## src/rtl/can_rx_packer.sv

```systemverilog
// Packs a CAN receive byte stream into frame records (id, ide, dlc, 8 data bytes)
// and queues them in a small FIFO for a ready/valid consumer.
module can_rx_packer #(
    parameter int FIFO_DEPTH  = 4,
    parameter int GAP_TIMEOUT = 4096
) (
    input  logic                        ap_clk,
    input  logic                        ap_rst,
    input  logic                        rx_valid,
    input  logic [7:0]                  rx_data,
    input  logic [28:0]                 rx_id,
    input  logic                        rx_ide,
    input  logic                        rx_last,
    output logic                        out_valid,
    input  logic                        out_ready,
    output logic [28:0]                 out_id,
    output logic                        out_ide,
    output logic [3:0]                  out_dlc,
    output logic [31:0]                 out_data_lo,
    output logic [31:0]                 out_data_hi,
    output logic [$clog2(FIFO_DEPTH):0] level,
    output logic                        overflow,
    output logic                        abort_err,
    input  logic                        flag_clr
);

    localparam int AW = $clog2(FIFO_DEPTH);
    localparam int LW = AW + 1;

    typedef enum logic {S_IDLE = 1'b0, S_COLLECT = 1'b1} state_t;

    typedef struct packed {
        logic [28:0] id;
        logic        ide;
        logic [3:0]  dlc;
        logic [63:0] data;
    } rec_t;

    state_t          state_q, state_d;
    logic            resync_q, resync_d;
    logic [3:0]      cnt_q, cnt_d;
    logic [15:0]     gap_q, gap_d;
    logic [28:0]     id_q, id_d;
    logic            ide_q, ide_d;
    logic [7:0][7:0] bytes_q, bytes_d;
    logic            push, abort;
    rec_t            rec;

    rec_t            mem_q [FIFO_DEPTH];
    logic [AW-1:0]   wr_q, rd_q;
    logic [LW-1:0]   level_q, level_d;
    logic            ovf_q, abt_q;
    logic            full, pop, wr_en, ovf_set;
    rec_t            head;

    // Frame assembly. resync_q marks that a reset may have cut a frame short:
    // stray bytes are dropped until the next rx_last realigns us.
    always_comb begin
        state_d  = state_q;
        resync_d = resync_q;
        cnt_d    = cnt_q;
        gap_d    = gap_q;
        id_d     = id_q;
        ide_d    = ide_q;
        bytes_d  = bytes_q;
        push     = 1'b0;
        abort    = 1'b0;
        rec      = '0;
        unique case (state_q)
            S_IDLE: begin
                gap_d = '0;
                if (rx_last) begin
                    push     = 1'b1;
                    rec.id   = rx_id;
                    rec.ide  = rx_ide;
                    if (rx_valid) begin
                        rec.dlc       = 4'd1;
                        rec.data[7:0] = rx_data;
                    end
                    resync_d = 1'b0;
                    cnt_d    = '0;
                end else if (rx_valid && !resync_q) begin
                    state_d    = S_COLLECT;
                    bytes_d    = '0;
                    bytes_d[0] = rx_data;
                    id_d       = rx_id;
                    ide_d      = rx_ide;
                    cnt_d      = 4'd1;
                end
            end
            S_COLLECT: begin
                gap_d = (rx_valid || rx_last) ? 16'd0 : gap_q + 16'd1;
                if (rx_valid && !cnt_q[3]) begin
                    bytes_d[cnt_q[2:0]] = rx_data;
                    cnt_d               = cnt_q + 4'd1;
                end
                if (rx_last) begin
                    push     = 1'b1;
                    rec.id   = id_q;
                    rec.ide  = ide_q;
                    rec.dlc  = cnt_d;
                    rec.data = bytes_d;
                    state_d  = S_IDLE;
                    cnt_d    = '0;
                end else if (!rx_valid && gap_q == 16'(GAP_TIMEOUT - 1)) begin
                    abort   = 1'b1;
                    state_d = S_IDLE;
                    cnt_d   = '0;
                    gap_d   = '0;
                end
            end
            default: state_d = S_IDLE;
        endcase
    end

    // A full FIFO still accepts a push when the head is popped in the same cycle.
    assign pop     = out_valid & out_ready;
    assign full    = (level_q == LW'(FIFO_DEPTH));
    assign wr_en   = push & (~full | pop);
    assign ovf_set = push & full & ~pop;

    always_comb begin
        level_d = level_q;
        unique case ({wr_en, pop})
            2'b10:   level_d = level_q + LW'(1);
            2'b01:   level_d = level_q - LW'(1);
            default: level_d = level_q;
        endcase
    end

    always_ff @(posedge ap_clk or posedge ap_rst) begin
        if (ap_rst) begin
            state_q  <= S_IDLE;
            resync_q <= 1'b1;
            cnt_q    <= '0;
            gap_q    <= '0;
            id_q     <= '0;
            ide_q    <= 1'b0;
            bytes_q  <= '0;
            wr_q     <= '0;
            rd_q     <= '0;
            level_q  <= '0;
            ovf_q    <= 1'b0;
            abt_q    <= 1'b0;
        end else begin
            state_q  <= state_d;
            resync_q <= resync_d;
            cnt_q    <= cnt_d;
            gap_q    <= gap_d;
            id_q     <= id_d;
            ide_q    <= ide_d;
            bytes_q  <= bytes_d;
            level_q  <= level_d;
            if (wr_en) wr_q <= wr_q + AW'(1);
            if (pop)   rd_q <= rd_q + AW'(1);
            ovf_q    <= ovf_set | (ovf_q & ~flag_clr);
            abt_q    <= abort   | (abt_q & ~flag_clr);
        end
    end

    always_ff @(posedge ap_clk) begin
        if (wr_en) mem_q[wr_q] <= rec;
    end

    // Outputs are gated by out_valid so reset and an empty FIFO both read as zero.
    assign head        = mem_q[rd_q];
    assign out_valid   = (level_q != '0);
    assign out_id      = out_valid ? head.id : '0;
    assign out_ide     = out_valid & head.ide;
    assign out_dlc     = out_valid ? head.dlc : '0;
    assign out_data_lo = out_valid ? head.data[31:0] : '0;
    assign out_data_hi = out_valid ? head.data[63:32] : '0;
    assign level       = level_q;
    assign overflow    = ovf_q;
    assign abort_err   = abt_q;

endmodule

```

## config.mk

```make
export PLATFORM = sky130hd
export DESIGN_NAME = can_rx_packer
export DESIGN_NICKNAME = d
export VERILOG_FILES = /design/src/rtl/can_rx_packer.sv
export SDC_FILE = /design/constraint.sdc
export NUM_CORES = 1
export LEC_CHECK = 0
export BUFFER_PORTS_ARGS = -buffer_cell sky130_fd_sc_hd__buf_2
export CAP_MARGIN = 0
export CORE_MARGIN = 4
export CORE_UTILIZATION = 65
export CTS_CLUSTER_SIZE = 25
export DETAILED_ROUTE_END_ITERATION = 8
export PLACE_DENSITY = 0.85
export SETUP_SLACK_MARGIN = 0.02
export SYNTH_ARGS = -nofsm -noshare
export SYNTH_HDL_FRONTEND = slang
export SYNTH_SLANG_ARGS = --single-unit
```

## constraint.sdc

```tcl
create_clock -name ap_clk -period 7.7 [get_ports ap_clk]
set_input_delay 0.385 -clock ap_clk [delete_from_list [all_inputs] [get_ports ap_clk]]
set_output_delay 0.385 -clock ap_clk [all_outputs]
set_load 0.01 [all_outputs]
```

---- After elaboration in Yosys (flattened, before gate mapping) ----
Memory sizes are Yosys's and may differ from the RTL's.
Cells that the tools add are included.
operators by class
  bitwise gates (word level) .............. 15
  multiplexer cells ....................... 41
  reduce and logical (&&, ||, !) cells .... 13
  magnitude comparators ................... 2
  equal/unequal tests ..................... 7
  $add $sub $neg .......................... 6
operators with widths
  cell                                                                     number
  64-bit two-way mux                                                       3
  64-bit one-hot mux with 2 select lines                                   1
  98-bit two-way mux                                                       1
  34-bit one-hot mux with 2 select lines                                   1
  64-bit bitwise mux                                                       1
  32-bit two-way mux                                                       2
  56-bit two-way mux                                                       1
  16-bit two-way mux                                                       3
  34-bit two-way mux                                                       1
  16-bit one-hot mux with 2 select lines                                   1
  29-bit two-way mux                                                       1
  8-bit demux with 3-bit select                                            1
  4-bit two-way mux                                                        6
  8-bit two-way mux                                                        3
  16-bit by 1-bit adder with 16-bit output, second input constant          1
  16-bit by 12-bit equality test with 1-bit output, second input constant  1
  8-bit one-hot mux with 2 select lines                                    1
  1-bit two-way mux                                                        11
  4-bit one-hot mux with 2 select lines                                    1
  1-bit bitwise AND                                                        7
  3-bit one-hot mux with 2 select lines                                    1
  1-bit inverter                                                           5
  2-bit by 1-bit adder with 2-bit output, second input constant            2
  4-bit by 1-bit adder with 4-bit output, second input constant            1
  other kinds (18)                                                         27
storage, ports and cells
  input bits .............................. 44
  output and inout bits ................... 104
  word-level logic and storage cells ...... 104
  memories kept ........................... 1
  register bits ........................... 125
  bits in writable memories ............... 392
memories
  memory  words  width  read ports  clocked after memory_dff  write ports  line  RTL
  mem_q   4      98     1           0                         1            49    rec_t mem_q [FIFO_DEPTH];

---- Depth between registers and ports, before layout ----
Gate-level depths: netlist (run 1).
  depth after elaboration ................. 8
  gate-level depth with buffers ........... 10
  depth with buffers taken out ............ 7

---- Least setup slack after synthesis (run 1) ----
OpenSTA, ideal clock, no wires.
  path kind ............................... input -> register
  start point ............................. input port out_ready
  end point ............................... memory mem_q[0][0] (netlist bit) (enable)
  stages on the path ...................... 4
  data arrival time ....................... 3.300 ns
  path slack .............................. 3.932 ns
  required time ........................... 7.232 ns
  library setup time ...................... 0.468 ns
  path buffers ............................ 1
  cell sequence ........................... clkbuf_1 -> nor4b_1 -> nor2_1 -> and2_1
between the ends
  cells in the longest elaborated chain, start to end .. 5
RTL lines
  element                                  line  RTL
  start: declaration                       15    input logic out_ready,
  1-bit bitwise AND                        117   assign pop = out_valid & out_ready;
  1-bit OR                                 119   assign wr_en = push & (~full | pop);
  1-bit bitwise AND                        119
  1-bit two-way mux                        162   if (wr_en) mem_q[wr_q] <= rec;
  1-bit two-way mux (not written as such)  162
  end: declaration                         49
No other way between the ends.

---- Worst setup path in the final report (run 1) ----
  start point ............................. register rd_q[0]
  end point ............................... output port out_data_lo[2]
between the ends
  cells in the longest elaborated chain, start to end .. 2
RTL lines
  element                   line  RTL
  start: declaration        50    logic [AW-1:0] wr_q, rd_q;
  start signal: assignment  155   if (pop) rd_q <= rd_q + AW'(1);
  memory 4 x 98 bit         --
  32-bit two-way mux        171   assign out_data_lo = out_valid ? head.data[31:0] : '0;
  end: declaration          19    output logic [31:0] out_data_lo,
No other way between the ends.

==> results of run 1 <==
layer usage:
metal,wire length (um),share of wire
met3,3010,0.067
met5,0,0
met4,1550,0.035
met1,17500,0.39
met2,22600,0.51
final cells by class:
class | instances | area share
Clock inverter | 28 | 0.0109
Antenna cell | 4 | 0.000414
Tap cell | 442 | 0.0229
Inverter | 14 | 0.00228
Multi-Input combinational cell | 687 | 0.254
Sequential cell | 517 | 0.617
Timing Repair Buffer | 162 | 0.0351
Clock buffer | 65 | 0.0579
through the flow:
step / instance area, sq um / worst slack (ps) / utilization
2_1_floorplan: 21400 / 3930 / -
3_3_place_gp: 22500 / 4150 / 0.691
3_5_place_dp: 22500 / 4130 / 0.691
4_1_cts: 24200 / 3520 / 0.743
5_1_grt: 24200 / 3330 / 0.743
6_report: 24200 / 3670 / 0.743
worst max-delay path by stage:
stage | start | end | slack [ps] | cells after the start
final | rd_q[0] | out_data_lo[2] | 3670 | 4
after global routing | rd_q[0] | out_data_lo[2] | 3330 | 4
after CTS | rd_q[0] | out_dlc[3] | 3520 | 4
after detailed placement | rd_q[0] | out_data_lo[31] | 4130 | 4
after floorplan | out_ready | mem_q[0][0] | 3930 | 4
after global placement | rd_q[0] | out_data_lo[31] | 4150 | 4
power breakdown:
group | total, mW | leakage [nW] | internal [mW] | switching, mW
Combinational | 2.44 | 2.66 | 1.16 | 1.29
Sequential | 3.84 | 5.28 | 3.56 | 0.278
Clock | 2.45 | 0.810 | 1.45 | 1.01
sequential cells by signal, summed over array words and instances (netlist names), 2 cells and up:
name     count
id_q        29
gap_q       16
wr_q         2
level        3
cnt_q        4
mem_q      392
bytes_q     64
rd_q         2
placed cells by master (no fill, tap or decap), drive strengths merged, types with 14 or more instances in the layout:
cell type / count
and2: 104
nor2: 114
inv: 15
o21ai: 46
dfrtp: 124
mux2i: 87
buf: 162
mux4: 98
a22o: 14
clkinv: 19
xnor2: 14
edfxtp: 392
clkbuf: 65
mux2: 37
nand2: 68
cells by family (layout without fill, tap and decap cells):
group                    after synthesis  after routing  share of synthesized area
flip-flops                           517            517                      0.696
AND/OR/NAND/NOR                      336            336                     0.0786
multiplexers                         222            222                      0.163
AO/OA/AOI/OAI                        102            102                     0.0308
buffers and inverters                 96            269                     0.0192
XOR/XNOR                              20             20                    0.00818
adder cells (fa/ha/maj)                7              7                    0.00444
other                                  0              4                          0
==> results.ini, run 1 <==
[run_status]
status = finished clean

[synthesis]
synth_area_sq_um = 21400
synth_top_cell_area_share = 0.550
ys.flop_type = edfxtp_1
synth.most_common_cell = edfxtp_1
synth_top_area_cell = edfxtp_1
seq_area_frac_synth = 0.696
ys_warn_count = 0
ys_async_sr_fraction = 0.242
avgSynthCellArea_sq_um = 16.5
synth-edff-count = 392
synth_area_leaders = edfxtp_1 55%, dfrtp_1 14%, mux4_2 10%, mux2i_1 4.1%, and2_1 3.0%
ys_ff_latch = 517
synth.top_cells.by_count = 392 x edfxtp_1, 124 x dfrtp_1, 112 x nor2_1, 104 x and2_1, 98 x mux4_2
yosysUniqueCellTypes = 53
syn-num-nets = 1351
postSynthCellCount = 1300

[sta]
hold_viol_final = 0
finalClockSkew_ps = 18.5
tightest_slew_ps = 1130
relSlewSlack = 0.249
tns_ps = 0
min_period_over_period = 0.524
maxSlewViolCount = 0
holdWs_ps = 8.96
fmax_ghz = 0.248
setup_viol = 0
timing.final.crit_period_ps = 4030
rsz0062_at_grt = no

[cts]
clockBufferDepth = 3
clock_sinks = 517
path_clk_slew_ps = 60
post_cts_buffers = 0
cts_resized = 0
cts_buffers = 50
cts_tree = yes
ctsHoldBuffers = 0
htree_levels = 2
cts-root-buf = clkbuf_16
clock_latency_ps = 560

[power_and_ir_drop]
power_mw = 8.74
vdd_drop_max_mv = 0.259
leakage_nw = 8.75
power.density_nw_per_um2 = 362

[critical_path]
cp-end-kind = primary output
ff2ff_path_depth = 4
crit_chain = buf_4 > mux4_2 > and2_1 > buf_2
cpMaxStageDelayCell = dfrtp_4
critPathMaxFanout = 51
slowest_delay_ps = 1120
worst_setup_path_start_kind = register
critPathBufInv = 2
reg2reg_to = mem_q[3][41]
cp.arrival_ps = 3650
crit_required_ps = 7320
r2r_setup_slack_ps = 4750
r2r_start = level[2]
critPathKind = register to primary output
cp_top_family = flip-flops

[global_route]
use_met2 = 0.421
grt_antenna_before_repair = 2
gr-usage-met3 = 0.0391
grt_max_degree = 71
grt_pass1_vias = 12700
grt.total_usage = 0.254
globalRouteMet1Util = 0.346
grt_pass1_wl_mm = 70.9
grt-ovfl-total = 0
busiest_layer = met2

[cells_and_area]
multi_input_area_sq_um = 6130
final_nets = 1483
area.sequential_sq_um = 14900
area_growth_pct = 12.8
drive_gt1_frac = 0.266
n_fill_cell = 1934
layout.cells.non_filler = 1919

[floorplan]
start_util = 0.658
core_sq_um = 32500
fp.dieW_um = 190
fp-row-count = 66
die_y_um = 190
ios = 148
die_area_sq_um = 35900

[drt]
drt_iter0_drc = 1154
drc_errors = 0
antenna_left = 0
drt-total-wl_mm = 44.7
dr.pass1.iters = 6
wl_per_cell_um = 23.3
viasPerCell = 6.24
via_count = 12000

[flow_run]
max-cap-violations = 0

[placed_design]
place_congestion = 0.795
portBuffers = 147
detailed_place_hpwl_mm = 25.4
place_inst = 1822

[worst_hold_path]
hold_path_class = input port to asynchronous set/reset pin

No activity file was read; power rests on OpenSTA's default activity.
==> run 2, diff against run 1 <==
Settings changed: CORE_UTILIZATION 65 to 54, PLACE_DENSITY 0.85 to 0.75.
Clock period 7.7 ns to 3.5 ns, I/O delays scaled along.
==> run 2 against run 1 <==
Effect of this change:
- critical path depth did not move
- design area rose by 2.5%
- global-route usage fell by 4.4 points
- via count fell by 0.53%
- sequential share of layout area fell by 1.5 points
- core utilization fell by 11 points
- clock skew fell by 1.0 ps
- die area rose by 19%
- setup slack got worse by 3000 ps
- power rose by 120%
- highest routed layer unchanged
==> results.ini, run 2 (synthesis results as in run 1) <==
[power_and_ir_drop]
pwr-share-clk = 0.276  ; was 0.281
switchingPower_mw = 5.75  ; was 2.58 mW
p_int_mw = 13.7  ; was 6.16 mW
pwr-share-seq = 0.429  ; was 0.439
vdd_drop_max_mv = 0.474  ; was 0.259 mV
power.density_nw_per_um2 = 786  ; was 362 nW/um^2
leakage_nw = 8.97  ; was 8.75 nW
swShare = 0.295  ; about the same
power_mw = 19.5  ; was 8.74 mW
power_frac_comb = 0.295  ; was 0.280

[cells_and_area]
largest-register = mem_q  ; unchanged
largest_register_ffs = 392  ; unchanged
final_nets = 1527  ; was 1483
layout_common_cells = 392 x edfxtp_1, 147 x buf_2, 121 x dfrtp_1  ; unchanged
final_common_cell = edfxtp_1  ; unchanged
top_regs = mem_q (392), bytes_q (64), id_q (29)  ; unchanged
fin_util = 0.637  ; was 0.743
area_growth_pct = 15.7  ; was 12.8%
drive_gt1_frac = 0.267  ; was 0.266

[sta]
hold_viol_final = 0  ; unchanged
maxSlewViolCount = 0  ; unchanged
tightest_slew_ps = 1060  ; was 1130 ps
setup_viol = 0  ; unchanged
min_period_over_period = 0.820
timing.final.crit_period_ps = 2870
tns_ps = 0  ; unchanged
rsz0062_at_grt = no  ; unchanged
finalClockSkew_ps = 17.5  ; was 18.5 ps
setup_ws_ps = 631  ; was 3670 ps
relSlewSlack = 0.294  ; was 0.249
fmax_ghz = 0.349
holdWs_ps = 55.9  ; was 8.96 ps

[floorplan]
start_util = 0.550  ; was 0.658
die_y_um = 207  ; was 190 um
ios = 148  ; unchanged
die_area_sq_um = 42900  ; was 35900 sq um
core_sq_um = 38900  ; was 32500 sq um
fp-row-count = 72  ; was 66
fp.dieW_um = 207  ; was 190 um

[drt]
viasPerCell = 5.85  ; was 6.24
wl_per_cell_um = 22.3  ; was 23.3 um
via_count = 11900  ; was 12000
drt_iter0_drc = 1011  ; was 1154
antenna_left = 0  ; unchanged
drc_errors = 0  ; unchanged
dr.pass1.iters = 5  ; was 6
drt-total-wl_mm = 45.3  ; was 44.7 mm

[placed_design]
place_congestion = 0.805  ; was 0.795
detailed_place_hpwl_mm = 27.2  ; was 25.4 mm
portBuffers = 147  ; unchanged
dp_slack_ps = 849  ; was 4130 ps

[run_status]
status = finished clean  ; unchanged

[global_route]
grt_antenna_before_repair = 1  ; was 2
grt_pass1_vias = 12400  ; was 12700
grt_max_degree = 84  ; was 71
grt-ovfl-total = 0  ; unchanged
grt.total_usage = 0.210  ; was 0.254
grt_pass1_wl_mm = 71.8  ; was 70.9 mm

[cts]
clock_latency_ps = 570  ; was 560 ps
htree_levels = 2  ; unchanged
path_clk_slew_ps = 60  ; about the same
clock_sinks = 517  ; unchanged
clockBufferDepth = 3  ; unchanged
post_cts_buffers = 0  ; unchanged
cts-root-buf = clkbuf_16  ; unchanged
cts_buffers = 49  ; was 50
cts_tree = yes  ; unchanged

[critical_path]
worst_setup_path_start_kind = register  ; unchanged
critPathMaxFanout = 32  ; was 51
cp.arrival_ps = 2690  ; was 3650 ps
cp-end-kind = primary output  ; unchanged
crit_required_ps = 3320  ; was 7320 ps
critPathKind = register to primary output  ; unchanged

[flow_run]
max-cap-violations = 0  ; unchanged

[worst_hold_path]
hold_path_class = input port to register  ; was input port to asynchronous set/reset pin

## run 2: cell types whose count changed in the layout (fill, tap and decap cells not counted), sizes merged
cell	delta
dlygate4sd3	+33
buf	+12
clkbuf	+5
clkinv	-5
diode	-3
bufinv	+1
clkinvlp	-1
inv	-1
## run 2: metrics by stage
step,cells,area [sq um]
floorplan,1300,21400
global placement,1910,22800
detailed placement,1910,22800
CTS,2035,24800
global route,2035,24800
finish,2036,24800
## run 2: power by group through the flow
stage	Sequential, mW	Clock, mW	Combinational, mW
floorplan	8.16	0	3.85
global placement	8.40	0	5.78
detailed placement	8.48	0	5.81
CTS	8.37	5.45	5.87
global route	8.46	5.72	6.20
finish	8.35	5.37	5.75
## run 2: repair_timing
action	in CTS	in global routing
endpoints found under the hold margin	58	0
hold buffers	33	0
resized for setup	0	0
## run 2: worst max-delay path: stages (launching register included)
cell,delay (ps)
dfrtp_4,890
buf_4,360
mux4_2,570
and2_1,180
buf_2,130
## run 2: layout make-up
cell class              instances  area [sq um]
fillers                      2738         14100
multi-input cells             687          6140
clock buffers                  70          1380
inverters                      14          56.3
repair buffers                207          1370
diodes                          1          2.50
well taps                     518           648
flip-flops and latches        517         14900
clock inverters                22           285
## run 2: worst paths after layout
| path | from | endpoint | slack, ps | depth (start not counted) |
|---|---|---|---|---|
| worst max-delay path | rd_q[0] | out_id[1] | 630 | 4 |
| worst min-delay path | rx_last | level[2] | 60 | 3 |
| worst max register to register | level[2] | mem_q[0][61] | 870 | 4 |
| worst min register to register | bytes_q[63] | bytes_q[63] | 480 | 2 |
| max in group asynchronous | ap_rst | bytes_q[33] | 2450 | 4 |
| min in group asynchronous | ap_rst | id_q[7] | 280 | 3 |
## run 2: routing by layer
layer	GRT usage	up-vias	wire, um
met5	0	-	0
met4	0.0538	0	929
met3	0.0363	67	2530
met2	0.340	367	22400
met1	0.301	6190	19500
li1	-	5292	-
